===== src/rtl/mor1kx_branch_resolver.sv =====
// Execute-stage branch resolution for the mor1kx pipeline.
// The unit captures one conditional branch (l.bf/l.bnf) with its predicted flag
// and waits for the architectural flag. It then pulses resolve/mispredict for one
// cycle and, on a mispredict, holds a fetch-redirect request until fetch accepts it.
// It also keeps saturating counters of resolved branches and mispredicts.
module mor1kx_branch_resolver #(
  parameter int OPTION_OPERAND_WIDTH = 32,
  parameter int CNT_WIDTH            = 16
) (
  input  logic                            clk,
  input  logic                            rst,
  input  logic                            padv_decode_i,
  input  logic                            op_bf_i,
  input  logic                            op_bnf_i,
  input  logic                            predicted_flag_i,
  input  logic [OPTION_OPERAND_WIDTH-1:0] pc_decode_i,
  input  logic                            flag_i,
  input  logic                            flag_valid_i,
  input  logic                            redirect_ready_i,
  input  logic                            clear_counts_i,
  output logic                            execute_op_bf_o,
  output logic                            execute_op_bnf_o,
  output logic                            prev_op_brcond_o,
  output logic                            branch_mispredict_o,
  output logic [OPTION_OPERAND_WIDTH-1:0] brn_pc_o,
  output logic                            redirect_valid_o,
  output logic                            stall_o,
  output logic [CNT_WIDTH-1:0]            branch_count_o,
  output logic [CNT_WIDTH-1:0]            mispredict_count_o
);

  typedef enum logic [1:0] {
    IDLE      = 2'd0,
    WAIT_FLAG = 2'd1,
    RESOLVE   = 2'd2,
    REDIRECT  = 2'd3
  } state_t;

  state_t state_q, state_d;

  logic                            op_bf_q,  op_bf_d;
  logic                            op_bnf_q, op_bnf_d;
  logic                            pred_q,   pred_d;
  logic [OPTION_OPERAND_WIDTH-1:0] pc_q,     pc_d;
  logic                            mispred_q, mispred_d;
  logic                            brcond_q, brcond_d;
  logic                            mp_pulse_q, mp_pulse_d;
  logic [CNT_WIDTH-1:0]            bcnt_q,   bcnt_d;
  logic [CNT_WIDTH-1:0]            mcnt_q,   mcnt_d;

  logic capture;
  logic flag_done;
  logic flag_mismatch;
  logic ops_clear;

  assign capture       = (state_q == IDLE) && padv_decode_i && (op_bf_i || op_bnf_i);
  assign flag_done     = (state_q == WAIT_FLAG) && flag_valid_i;
  assign flag_mismatch = (flag_i != pred_q);
  // Branch type is dropped when the branch retires: a correct resolve or an accepted redirect.
  assign ops_clear     = ((state_q == RESOLVE) && !mispred_q) ||
                         ((state_q == REDIRECT) && redirect_ready_i);

  // State register.
  always_ff @(posedge clk or negedge rst) begin
    if (!rst) state_q <= IDLE;
    else      state_q <= state_d;
  end

  // Next-state logic.
  always_comb begin
    state_d = state_q;
    unique case (state_q)
      IDLE:      if (capture)          state_d = WAIT_FLAG;
      WAIT_FLAG: if (flag_valid_i)     state_d = RESOLVE;
      RESOLVE:   state_d = mispred_q ? REDIRECT : IDLE;
      REDIRECT:  if (redirect_ready_i) state_d = IDLE;
      default:   state_d = IDLE;
    endcase
  end

  // Outputs decoded from the state register.
  always_comb begin
    stall_o          = 1'b0;
    redirect_valid_o = 1'b0;
    unique case (state_q)
      IDLE:      ;
      WAIT_FLAG: stall_o = 1'b1;
      RESOLVE:   stall_o = 1'b1;
      REDIRECT:  begin
        stall_o          = 1'b1;
        redirect_valid_o = 1'b1;
      end
      default:   ;
    endcase
  end

  // Branch capture and resolve datapath next-state.
  always_comb begin
    op_bf_d    = op_bf_q;
    op_bnf_d   = op_bnf_q;
    pred_d     = pred_q;
    pc_d       = pc_q;
    mispred_d  = mispred_q;
    brcond_d   = flag_done;
    mp_pulse_d = flag_done && flag_mismatch;
    if (capture) begin
      op_bf_d  = op_bf_i;
      op_bnf_d = !op_bf_i && op_bnf_i;
      pred_d   = predicted_flag_i;
      pc_d     = pc_decode_i;
    end else if (ops_clear) begin
      op_bf_d  = 1'b0;
      op_bnf_d = 1'b0;
    end
    if (flag_done) mispred_d = flag_mismatch;
  end

  // Branch capture and resolve datapath registers.
  always_ff @(posedge clk or negedge rst) begin
    if (!rst) begin
      op_bf_q    <= 1'b0;
      op_bnf_q   <= 1'b0;
      pred_q     <= 1'b0;
      pc_q       <= '0;
      mispred_q  <= 1'b0;
      brcond_q   <= 1'b0;
      mp_pulse_q <= 1'b0;
    end else begin
      op_bf_q    <= op_bf_d;
      op_bnf_q   <= op_bnf_d;
      pred_q     <= pred_d;
      pc_q       <= pc_d;
      mispred_q  <= mispred_d;
      brcond_q   <= brcond_d;
      mp_pulse_q <= mp_pulse_d;
    end
  end

  // Saturating statistics next-state; clear wins over increment.
  always_comb begin
    bcnt_d = bcnt_q;
    mcnt_d = mcnt_q;
    if (clear_counts_i) begin
      bcnt_d = '0;
      mcnt_d = '0;
    end else if (flag_done) begin
      if (bcnt_q != '1)                  bcnt_d = bcnt_q + 1'b1;
      if (flag_mismatch && mcnt_q != '1) mcnt_d = mcnt_q + 1'b1;
    end
  end

  // Statistics registers.
  always_ff @(posedge clk or negedge rst) begin
    if (!rst) begin
      bcnt_q <= '0;
      mcnt_q <= '0;
    end else begin
      bcnt_q <= bcnt_d;
      mcnt_q <= mcnt_d;
    end
  end

  assign execute_op_bf_o     = op_bf_q;
  assign execute_op_bnf_o    = op_bnf_q;
  assign prev_op_brcond_o    = brcond_q;
  assign branch_mispredict_o = mp_pulse_q;
  assign brn_pc_o            = pc_q;
  assign branch_count_o      = bcnt_q;
  assign mispredict_count_o  = mcnt_q;

endmodule


===== config.mk =====
export PLATFORM = sky130hd
export DESIGN_NAME = mor1kx_branch_resolver
export DESIGN_NICKNAME = d
export VERILOG_FILES = /design/src/rtl/mor1kx_branch_resolver.sv
export SDC_FILE = /design/constraint.sdc
export NUM_CORES = 1
export LEC_CHECK = 0
export CORE_MARGIN = 5
export CORE_UTILIZATION = 40
export DETAILED_ROUTE_END_ITERATION = 8
export PLACE_DENSITY_LB_ADDON = 0.25
export RECOVER_POWER = 25
export SYNTH_ARGS = -nofsm -noshare
export SYNTH_HDL_FRONTEND = slang
export SYNTH_SLANG_ARGS = --single-unit
export TNS_END_PERCENT = 50

===== constraint.sdc =====
create_clock -name clk -period 4.2 [get_ports clk]
set_clock_uncertainty 0.1 [all_clocks]
set_input_delay 0.42 -clock clk [delete_from_list [all_inputs] [get_ports clk]]
set_output_delay 0.42 -clock clk [all_outputs]
set_load 0.02 [all_outputs]

**Word-level counts from Yosys, hierarchy flattened**

Cells that the tools add are included.

- Flip-flop bits (word level): 72
- Input bits: 42
- Output and inout bits: 70

- Add/subtract/negate cells: 2
- Equality and inequality tests: 9
- Multiplexer cells: 16
- Reductions and logical operators: 21

Operators by type and width:

| cell | number |
|---|---|
| $mux W16 | 6 |
| $add A16 B1 Y16 const B | 2 |
| $ne A16 B16 Y1 const B | 2 |
| $logic_and A1 B1 Y1 | 8 |
| $mux W2 | 4 |
| $pmux W2 S4 | 1 |
| $reduce_bool A2 Y1 | 4 |
| $ne A2 B2 Y1 const B | 3 |
| $mux W1 | 5 |
| $eq A2 B2 Y1 const B | 2 |
| $reduce_and A2 Y1 | 2 |
| $reduce_and A3 Y1 | 1 |
| $reduce_or A3 Y1 | 1 |
| $eq A2 B1 Y1 const B | 1 |
| $logic_not A1 Y1 | 2 |
| $logic_not A2 Y1 | 1 |
| $logic_or A1 B1 Y1 | 2 |
| $ne A1 B1 Y1 | 1 |

**Logic depth before layout (Yosys ltp)**

- Depth after elaboration: 5
- Depth in mapped cells: 7
- Depth with buffers taken out: 5

**Least setup slack after synthesis**

Ideal clock, no wire load.

- Kind: register to register
- Start point: register mcnt_q[0], in the netlist mispredict_count_o[0]
- End point: register mcnt_q[1], in the netlist mispredict_count_o[1]
- Library setup time: 136 ps
- Arrival: 1896 ps
- Data required time: 3964 ps
- Setup slack: 2067 ps
- Cell stages (with the launch flop): 7
- Clock period less this slack: 2133 ps
- Cell sequence: dfrtp_1 > ha_1 > nand4_1 > nor4_1 > clkbuf_1 > or3b_2 > a21oi_1

- Word-level cells in the longest chain between the ends: 4
- Elaborated cells between the ends (all ways): 8
- Those cells by class: add/sub (1); eq/ne (1); mux (3); reduce/logical (3)

Ends and longest elaborated chain:

| what | line | text |
|---|---|---|
| start, declared | 49 | `logic [CNT_WIDTH-1:0] mcnt_q, mcnt_d;` |
| start signal, assigned | 159 | `mcnt_q <= mcnt_d;` |
| $add A16 B1 Y16 / $ne A16 B16 Y1 (equally long branches) | 148 | `if (flag_mismatch && mcnt_q != '1) mcnt_d = mcnt_q + 1'b1;` |
| $mux W16 / $logic_and A1 B1 Y1 (equally long branches) | 148 |  |
| $mux W16 / $reduce_bool A2 Y1 (equally long branches) | -- |  |
| $mux W16 / $reduce_and A2 Y1 (equally long branches) | -- |  |

Parallel ways exist; a longest one is shown, timed or not. The select of a mux whose other input is x is not followed.
A chain may end at the register's enable or synchronous reset.

**Final worst setup path**

- Start point: register state_q[0]
- End point: register pc_q[1], in the netlist brn_pc_o[1]

- Word-level cells in the longest chain between the ends: 3

Ends and longest elaborated chain:

| what | line | text |
|---|---|---|
| start, declared | 39 | `state_t state_q, state_d;` |
| start signal, assigned | 66 | `else state_q <= state_d;` |
| $logic_not A2 Y1 | 56 | `assign capture = (state_q == IDLE) && padv_decode_i && (op_bf_i \|\| op_bnf_i);` |
| $logic_and A1 B1 Y1 (2 in a row) | 56 |  |
| end signal, assigned | 132 | `pc_q <= pc_d;` |
| end, declared | 44 | `logic [OPTION_OPERAND_WIDTH-1:0] pc_q, pc_d;` |

Every way passes these cells.

==> run metrics <==
Vias=2842; Post-CTS Setup Inserts=0; Comb power frac=0.377; fin crit period=between 2 and 2.5 ns; drt pass-1 iters=4; worst path required time=4.32 ns; CTS-repair resized insts=0; static leakage=0.00193 µW; outcome=finished with violations; DRT antenna net count=0; largest net degree at the start of global routing=73; most frequent cells in the layout=clkdlybuf4s50_1 (110), dfrtp_1 (72), mux2_2 (44); Final TNS setup=0 ns; Non-Filler Instances=521; worst min path class=reg2reg; # rows=33; max-slew violations=73; Clock power frac=0.258; clk_lat worst skew=between 0.3 and 0.4 ns; ant diodes=0; Layout area overhead=43.3%; maximum fanout along the worst path=23; fmax=0.408 GHz; first-pass GRT wire length=roughly 14000 µm; Total Die Area=roughly 10000 µm²; gpl congestion=about 0.77; post-DR vias/cell=about 5.5; startpoint types=register; grt ovf=0; RSZ-0062 raised after global routing=no; most common cell after layout, fill and taps aside=clkdlybuf4s50_1; Tot GR Track Use=0.168; Syn Nets=about 340; cts hold-fix bufs=0; post-detailed-routing wire length=8360 µm; post-route clock period utilization=0.584; initial DRC count=144; Max Buffers Root-to-Sink=2; peak supply drop=374 µV; Reg clk slew, reported paths=0.07 ns; Die Y=102 µm; Ports=112; Initial Util=0.411; port bufs=~110; number of global-route vias before repair=around 2800; failing checks=max-capacitance violations, max-slew violations; worst reg-to-reg setup slack=1.75 ns; r2r startpoint=state_q[0]; ratio of cells with drive above 1 in the final layout=0.178; sequential group share of total power=0.365; Arr. time, crit path=~2.6 ns; wire length per cell=16.0 µm; Die Width=102 µm; Yosys Warn Count=0; post-synthesis sequential area ratio=0.530; HP Start=mispred_q; HPWL after detailed placement=5860 µm; crit path kind=reg2reg; Post-Syn Area=3400 µm²; endpoints failing setup=0; DP Area=~4600 µm²; Unique masters post-synth=38; core area=approximately 8300 µm²; CTS tree=done; Max-Cap Viols=1; Worst-Margin Slew=1.83 ns; #FFs+latches synth=72; clk sinks=72; Psw=866 µW; crit end category=register; Pwr Density=565 nW/µm²; Mapped Avg Cell Area=11.4 µm²; Final Hold Fails=0; Net Sw Frac=0.315; Post-Syn Instances=roughly 300; TritonCTS Buffers=9; Critical R2R Capture=brn_pc_o[1]; root buf cell=clkbuf_8; Cells after DPL=506; # DRC=0; nets@finish=456; initial antenna violation count=0; design area=4870 µm²; FF-to-FF path depth=5; hold path endpoint=mispred_q; H-tree level count=3; Slew HR=-0.219; P_int=about 1900 µW; worst hold path depth=2
## power by group through the flow
stage,clock network [µW],registers (µW),logic (µW)
final,709,1000,1040
after global routing,763,1030,1110
after CTS,728,1010,1060
after detailed placement,0,1020,1050
after global placement,0,1000,1040
after floorplan,0,1230,325
## cells by family (layout without fill, tap and decap cells)
family | after synthesis | count (layout) | share of synthesized area
AOI/OAI and AO/OA | 48 | 48 | 0.0880
xor gates and xnor gates | 1 | 1 | 0.00479
adders and majority gates | 2 | 2 | 0.00737
buffers and inverters | 20 | 137 | 0.0247
DFF | 72 | 72 | 0.530
muxes | 44 | 44 | 0.146
and+or+nand+nor | 112 | 112 | 0.199
## sequential cells by signal (all words and copies together) (netlist names)
signal               cells
branch_count_o          16
branch_mispredict_o      1
brn_pc_o                32
execute_op_bf_o          1
execute_op_bnf_o         1
mispred_q                1
mispredict_count_o      16
pred_q                   1
prev_op_brcond_o         1
state_q                  2
## stage by stage
step | total power [µW] | utilization | hold WS (ns) | worst slack (ns)
floorplan | 1550 | - | 0.0244 | 2.07
global placement | 2040 | 0.559 | 0.375 | 1.48
detailed placement | 2060 | 0.559 | 0.375 | 1.45
CTS | 2790 | 0.590 | 0.154 | 1.70
global route | 2910 | 0.589 | 0.431 | 1.56
finish | 2750 | 0.589 | 0.394 | 1.75
## per-layer routing
layer	global-route usage	up-vias	share of wire
met5	0	-	0
met4	0.0383	0	0.0041
met3	0.0874	4	0.11
met2	0.250	104	0.46
met1	0.220	1387	0.43
li1	-	1347	-
## synth_stat cells
library cell / n / area (µm²)
nand3b_4: 1 / 20.0
nor4b_1: 2 / 17.5
or4b_2: 1 / 10.0
o31a_1: 2 / 17.5
nor4_1: 11 / 68.8
and3_1: 3 / 18.8
dfrtp_1: 72 / 1800
clkbuf_1: 7 / 26.3
mux2_2: 44 / 495
nand4_1: 10 / 62.6
o41ai_1: 1 / 8.76
clkinv_1: 1 / 3.75
a32o_1: 1 / 10.0
or3b_2: 1 / 8.76
or3_1: 6 / 37.5
inv_1: 5 / 18.8
or3b_1: 1 / 8.76
buf_2: 7 / 35.0
o31ai_1: 13 / 97.6
o21ba_2: 1 / 10.0
nor3_1: 1 / 5.00
nor2b_1: 12 / 75.1
or2_2: 2 / 12.5
xor2_2: 1 / 16.3
o21ai_0: 8 / 40.0
o21a_1: 1 / 7.51
nor4_2: 1 / 12.5
a21oi_1: 20 / 100
nand2_1: 14 / 52.6
and2_1: 3 / 18.8
nand4_2: 1 / 12.5
a22oi_1: 1 / 7.51
ha_1: 2 / 25.0
nand3b_1: 1 / 7.51
nor2_1: 15 / 56.3
nand3_1: 11 / 55.1
or4_1: 13 / 97.6
and4_1: 2 / 17.5
## area by class of cell
cell class / count / area, µm²
well taps: 105 / 131
clock inverters: 6 / 133
flip-flops and latches: 72 / 1800
inverters: 6 / 22.5
repair buffers: 116 / 1140
multi-input cells: 207 / 1510
fillers: 724 / 3390
clock buffers: 9 / 124
## critical path: stages (launching register included)
cell and delay, ns:
dfrtp_1 0.45, or2_2 0.31, nor2_1 0.21, o21a_1 0.49, buf_4 0.39, mux2_2 0.38
## worst max path at each step
stage,start,to,slack (ns)
after floorplan,mispredict_count_o[0],mispredict_count_o[1],2.07
after global placement,flag_valid_i,mispredict_count_o[15],1.48
after detailed placement,flag_valid_i,mispredict_count_o[10],1.45
after CTS,state_q[0],brn_pc_o[1],1.70
after global routing,state_q[0],brn_pc_o[1],1.56
final,state_q[0],brn_pc_o[1],1.75
(Power assumes the default switching activity.)
